$ cat config.mk
export PLATFORM = sky130hd
export DESIGN_NAME = fetch_stage
export DESIGN_NICKNAME = d
export VERILOG_FILES = /design/src/rtl/cpu_pkg.sv /design/src/rtl/inst_predecode.sv /design/src/rtl/fetch_stage.sv
export SDC_FILE = /design/constraint.sdc
export NUM_CORES = 1
export LEC_CHECK = 0
export ABC_AREA = 1
export BUFFER_PORTS_ARGS = -buffer_cell sky130_fd_sc_hd__buf_2
export CAP_MARGIN = 20
export CORE_UTILIZATION = 57
export CTS_BUF_LIST = sky130_fd_sc_hd__clkbuf_8
export CTS_CLUSTER_DIAMETER = 120
export DETAILED_ROUTE_END_ITERATION = 6
export PLACE_DENSITY = 0.86
export SLEW_MARGIN = 0
export SYNTH_ARGS = -nofsm -noshare
export SYNTH_HDL_FRONTEND = slang
export SYNTH_SLANG_ARGS = --single-unit
$ cat constraint.sdc
create_clock -name clk -period 7.45 [get_ports clk]
set_input_delay 0.3725 -clock clk [delete_from_list [all_inputs] [get_ports clk]]
set_output_delay 0.3725 -clock clk [all_outputs]
set_load 0.02 [all_outputs]
$ cat src/rtl/cpu_pkg.sv
// Shared CPU definitions: opcodes, one-hot instruction-type codes, fetch FSM states.
// Combinational constants only; no latency or backpressure involved.
package cpu_pkg;

  localparam logic [6:0] OPC_OP     = 7'b0110011;
  localparam logic [6:0] OPC_OP_IMM = 7'b0010011;
  localparam logic [6:0] OPC_LOAD   = 7'b0000011;
  localparam logic [6:0] OPC_JALR   = 7'b1100111;
  localparam logic [6:0] OPC_SYSTEM = 7'b1110011;
  localparam logic [6:0] OPC_STORE  = 7'b0100011;
  localparam logic [6:0] OPC_BRANCH = 7'b1100011;
  localparam logic [6:0] OPC_LUI    = 7'b0110111;
  localparam logic [6:0] OPC_AUIPC  = 7'b0010111;
  localparam logic [6:0] OPC_JAL    = 7'b1101111;

  // Same encoding the immediate generator decodes.
  localparam logic [5:0] INST_TYPE_R = 6'b000001;
  localparam logic [5:0] INST_TYPE_I = 6'b000010;
  localparam logic [5:0] INST_TYPE_S = 6'b000100;
  localparam logic [5:0] INST_TYPE_B = 6'b001000;
  localparam logic [5:0] INST_TYPE_U = 6'b010000;
  localparam logic [5:0] INST_TYPE_J = 6'b100000;

  typedef enum logic [2:0] {
    FS_IDLE,
    FS_REQ,
    FS_WAIT,
    FS_FULL,
    FS_DRAIN
  } fetch_state_e;

endpackage

$ cat src/rtl/inst_predecode.sv
// Opcode pre-decode into one-hot instruction type plus illegal flag.
// Purely combinational, zero latency; no backpressure.
module inst_predecode
  import cpu_pkg::*;
(
  input  logic [6:0] opcode_i,
  output logic [5:0] inst_type_o,
  output logic       illegal_o
);

  always_comb begin
    inst_type_o = '0;
    illegal_o   = 1'b0;
    case (opcode_i)
      OPC_OP:                                       inst_type_o = INST_TYPE_R;
      OPC_OP_IMM, OPC_LOAD, OPC_JALR, OPC_SYSTEM:   inst_type_o = INST_TYPE_I;
      OPC_STORE:                                    inst_type_o = INST_TYPE_S;
      OPC_BRANCH:                                   inst_type_o = INST_TYPE_B;
      OPC_LUI, OPC_AUIPC:                           inst_type_o = INST_TYPE_U;
      OPC_JAL:                                      inst_type_o = INST_TYPE_J;
      default:                                      illegal_o   = 1'b1;
    endcase
  end

endmodule

$ cat src/rtl/fetch_stage.sv
// Single-outstanding instruction fetch with opcode pre-decode; >=3 cycles per instruction.
// Holds mem_req/mem_addr until mem_gnt; holds id outputs stable while id_valid && !id_ready.
module fetch_stage
  import cpu_pkg::*;
#(
  parameter int               LEN      = 32,
  parameter logic [LEN-1:0]   RESET_PC = '0
) (
  input  logic           clk,
  input  logic           rst,
  output logic           mem_req,
  output logic [LEN-1:0] mem_addr,
  input  logic           mem_gnt,
  input  logic           mem_rvalid,
  input  logic [LEN-1:0] mem_rdata,
  input  logic           redirect_valid,
  input  logic [LEN-1:0] redirect_pc,
  output logic           id_valid,
  input  logic           id_ready,
  output logic [LEN-1:0] instruction,
  output logic [LEN-1:0] pc_out,
  output logic [5:0]     inst_type,
  output logic           illegal
);

  fetch_state_e   state_q, state_d;
  logic [LEN-1:0] pc_q, pc_d;
  logic [LEN-1:0] instr_q, instr_d;
  logic [LEN-1:0] pc_out_q, pc_out_d;
  logic [5:0]     type_q, type_d;
  logic           illegal_q, illegal_d;
  logic           id_valid_q, id_valid_d;
  logic [5:0]     dec_type;
  logic           dec_illegal;

  inst_predecode u_predecode (
    .opcode_i    (mem_rdata[6:0]),
    .inst_type_o (dec_type),
    .illegal_o   (dec_illegal)
  );

  always_comb begin
    state_d    = state_q;
    pc_d       = pc_q;
    instr_d    = instr_q;
    pc_out_d   = pc_out_q;
    type_d     = type_q;
    illegal_d  = illegal_q;
    id_valid_d = id_valid_q;

    if (redirect_valid && state_q != FS_IDLE) begin
      // A granted-but-unanswered request must be drained before refetching.
      pc_d       = redirect_pc;
      id_valid_d = 1'b0;
      case (state_q)
        FS_REQ:   state_d = mem_gnt    ? FS_DRAIN : FS_REQ;
        FS_WAIT:  state_d = mem_rvalid ? FS_REQ   : FS_DRAIN;
        FS_DRAIN: state_d = mem_rvalid ? FS_REQ   : FS_DRAIN;
        default:  state_d = FS_REQ;
      endcase
    end else begin
      case (state_q)
        FS_IDLE: state_d = FS_REQ;
        FS_REQ: begin
          if (mem_gnt) state_d = FS_WAIT;
        end
        FS_WAIT: begin
          if (mem_rvalid) begin
            instr_d    = mem_rdata;
            pc_out_d   = pc_q;
            type_d     = dec_type;
            illegal_d  = dec_illegal;
            id_valid_d = 1'b1;
            pc_d       = pc_q + LEN'(4);
            state_d    = FS_FULL;
          end
        end
        FS_FULL: begin
          if (id_ready) begin
            id_valid_d = 1'b0;
            state_d    = FS_REQ;
          end
        end
        FS_DRAIN: begin
          if (mem_rvalid) state_d = FS_REQ;
        end
        default: state_d = FS_IDLE;
      endcase
    end
  end

  always_ff @(posedge clk or posedge rst) begin
    if (rst) begin
      state_q    <= FS_IDLE;
      pc_q       <= RESET_PC;
      instr_q    <= '0;
      pc_out_q   <= '0;
      type_q     <= '0;
      illegal_q  <= 1'b0;
      id_valid_q <= 1'b0;
    end else begin
      state_q    <= state_d;
      pc_q       <= pc_d;
      instr_q    <= instr_d;
      pc_out_q   <= pc_out_d;
      type_q     <= type_d;
      illegal_q  <= illegal_d;
      id_valid_q <= id_valid_d;
    end
  end

  assign mem_req     = (state_q == FS_REQ);
  assign mem_addr    = pc_q;
  assign id_valid    = id_valid_q;
  assign instruction = instr_q;
  assign pc_out      = pc_out_q;
  assign inst_type   = type_q;
  assign illegal     = illegal_q;

endmodule

==> run_results.csv <==
group,metric,value,unit
status,status,"finished, final reports clean",
flow_run,drv_cap,0,
worst_setup_path,r2r_cells,8,
worst_setup_path,critPathTopFamily,"simple AND/OR/NAND/NOR gates",
worst_setup_path,slowest_stage,"buf_4",
drt,wire_per_inst,14.1,um
clocking,clk_latency,0.37,ns
synthesis,synthCells,727,
worst_setup_path,worst-path-stages,8,
synthesis,yosysWarnings,0,
pwr,p_leak,0.00356,uW
die,ios,175,
clocking,cts_setup_buffers,0,
timing,rsz0062_at_grt,"no",
synthesis,synth-edff-count,0,
timing,hold_viol,0,
grt,overflow,0,
pwr,peakVddDrop,0.000215,V
clocking,clockBufferDepth,2,
drt,drc,0,
clocking,cts_tree,"done",
drt,routed_wl,14.1,mm
worst_setup_path,max_stage_delay,0.63,ns
drt,drt_iter0_drc,327,
worst_setup_path,cp-start-kind,"flip-flop",
timing,fin_skew,0.0123,ns
synthesis,async_reset_ff_frac,1.00,
synthesis,ys_seq_elements,107,
drt,avgViaCountPerCell,5.33,
worst_setup_path,crit_buf_inv,1,
synthesis,yosys.cell_types.count,26,
grt,grt_pass1_wl,23.2,mm
synthesis,avgSynthCellArea,7.39,um2
finish,drive_gt1_frac,0.231,
worst_setup_path,critPathLaunch,"state_q[0]",
timing,finalSetupTns,0,ns
die,rows,35,
synthesis,ys.flop_type,"dfrtp_1",
drt,drt.antenna.violating_nets,0,
timing,setup_viol,0,
timing,min_period,2.59,ns
placement,hpwl,9.88,mm
die,core_area,0.00920,mm2
synthesis,ys_seq_area_frac,0.498,
clocking,htree_levels,3,
worst_setup_path,critPathCaptureType,"flip-flop",
clocking,hold_buffers,0,
drt,dr.pass1.iters,5,
drt,vias,5358,
grt,antenna_found_initial,0,
worst_setup_path,cp.required,7.71,ns
placement,io_buffers,174,
worst_setup_path,r2r-start,"state_q[0]",
finish,area_growth,20.3,%
worst_setup_path,crit_type,"reg2reg",
synthesis,synthesis.nets,798,
grt,grt_pass1_vias,5165,
worst_setup_path,cp.arrival,2.85,ns
grt,grt_max_degree,69,
timing,worst_pin_slew,0.826,ns
pwr,finalPower,2740,uW
grt,track_usage,0.297,
clocking,clkTransAtPathRegs,0.11,ns
timing,fmax,386,MHz
die,dieWidth,99.1,um
hold_path,hold_path_class,"in2async",
timing,slew_headroom,0.450,
die,initial_core_util,0.584,
pwr,cellPowerDensity,425,mW/mm2
finish,final_nets,961,
timing,slew_viol_final,0,
finish,diodes,0,
clocking,cts.sinks,107,
clocking,ctsResizeCount,0,
die,die_h,99.1,um
synthesis,synth_area,0.00537,mm2
clocking,cts_root_buf,"clkbuf_8",
worst_setup_path,crit_top_cell,"nand2_1",
die,dieArea,0.00982,mm2
worst_setup_path,path_cells,"nor2_2, nand2_1, nand2_2, nand2_4, buf_4, nor2_1, a21oi_1, nand2_1",
timing,fin_crit_sh,0.348,
clocking,cts_made_buffers,9,
placement,gp_congestion,0.926,
worst_setup_path,cp_max_fo,64,
[registers in the layout (all words and copies together), names as in the netlist]
register     cells
illegal          1
pc_out          32
instruction     32
id_valid         1
state_q          3
mem_addr        32
inst_type        6
[cells by family (layout without fill, tap and decap cells)]
kind of cell             count (synthesis)  count (layout)  share of synthesized area
AO/OA/AOI/OAI                           49              49                     0.0501
AND/OR/NAND/NOR                        473             473                      0.364
flip-flops                             107             107                      0.498
buffers and inverters                   96             264                     0.0836
adder cells (fa/ha/maj)                  1               1                    0.00233
XOR/XNOR                                 1               1                    0.00163
[worst register-to-register path, cell delays in order (launching register included)]
cell,delay (ns)
dfrtp_1,0.44
nor2_2,0.08
nand2_1,0.08
nand2_2,0.35
nand2_4,0.54
buf_4,0.63
nor2_1,0.13
a21oi_1,0.16
nand2_1,0.06
[final timing paths]
check	slack, ns	endpoint
max in group asynchronous	6.21	pc_out[18]
min reg2reg	0.48	instruction[11]
min in group clk	0.19	instruction[20]
max reg2reg	4.86	mem_addr[20]
max	4.86	mem_addr[20]
min	0.03	instruction[21]
[synthesized netlist by cell type, types with 3 or more instances]
cell / n / share of area
nor2_1: 92 / 0.064
buf_6: 7 / 0.015
nor3_1: 7 / 0.0065
nor2_2: 7 / 0.0082
buf_4: 6 / 0.0084
dfrtp_1: 107 / 0.50
o21ai_0: 25 / 0.023
o21ai_1: 12 / 0.011
inv_1: 68 / 0.048
buf_2: 11 / 0.010
o211ai_1: 7 / 0.0098
a21oi_1: 3 / 0.0028
nand3_1: 89 / 0.083
nand2_1: 266 / 0.19
nand4_1: 5 / 0.0058
[stage by stage]
step	cell area, um2	setup slack, ns	std cells	hold slack (ns)	util
global route	6460	4.65	1006	0.0608	0.703
finish	6460	4.86	1006	0.0271	0.703
CTS	6410	4.49	1004	0.0381	0.697
detailed placement	6210	4.53	988	0.443	0.676
floorplan	5370	4.26	727	0.482	-
global placement	6210	4.65	988	0.442	0.676
[layer usage]
metal | GRT usage | part of all wire | routed length [um] | vias to the layer above
li1 | - | - | - | 2610
met5 | 0 | 0 | 0 | -
met4 | 0.110 | 0.017 | 242 | 0
met3 | 0.0539 | 0.082 | 1170 | 23
met1 | 0.370 | 0.43 | 6090 | 2469
met2 | 0.517 | 0.47 | 6650 | 256
[area by class of cell]
class                   count  area, um2
clock inverters             7       76.3
clock buffers               9        124
repair buffers            178        933
inverters                  70        265
flip-flops and latches    107       2680
fillers                   818       2740
multi-input cells         524       2250
well taps                 111        139
[power by group]
group          total, uW  internal, uW  switching, uW
logic               1300           423            880
registers           1070           843            230
clock network        368           158            210
[placed cells by master, fill, tap and decap left out, drive strengths merged]
cell	n
xor2	1
o21ai	38
nand3	89
o21bai	1
ha	1
nor2	100
o211ai	7
nand2	268
buf	178
bufinv	1
dfrtp	107
a21oi	3
inv	73
clkinvlp	3
nor3	7
clkbuf	9
nand4	5
nand3b	2
and2	2
No activity file was read; power rests on OpenSTA's default activity.
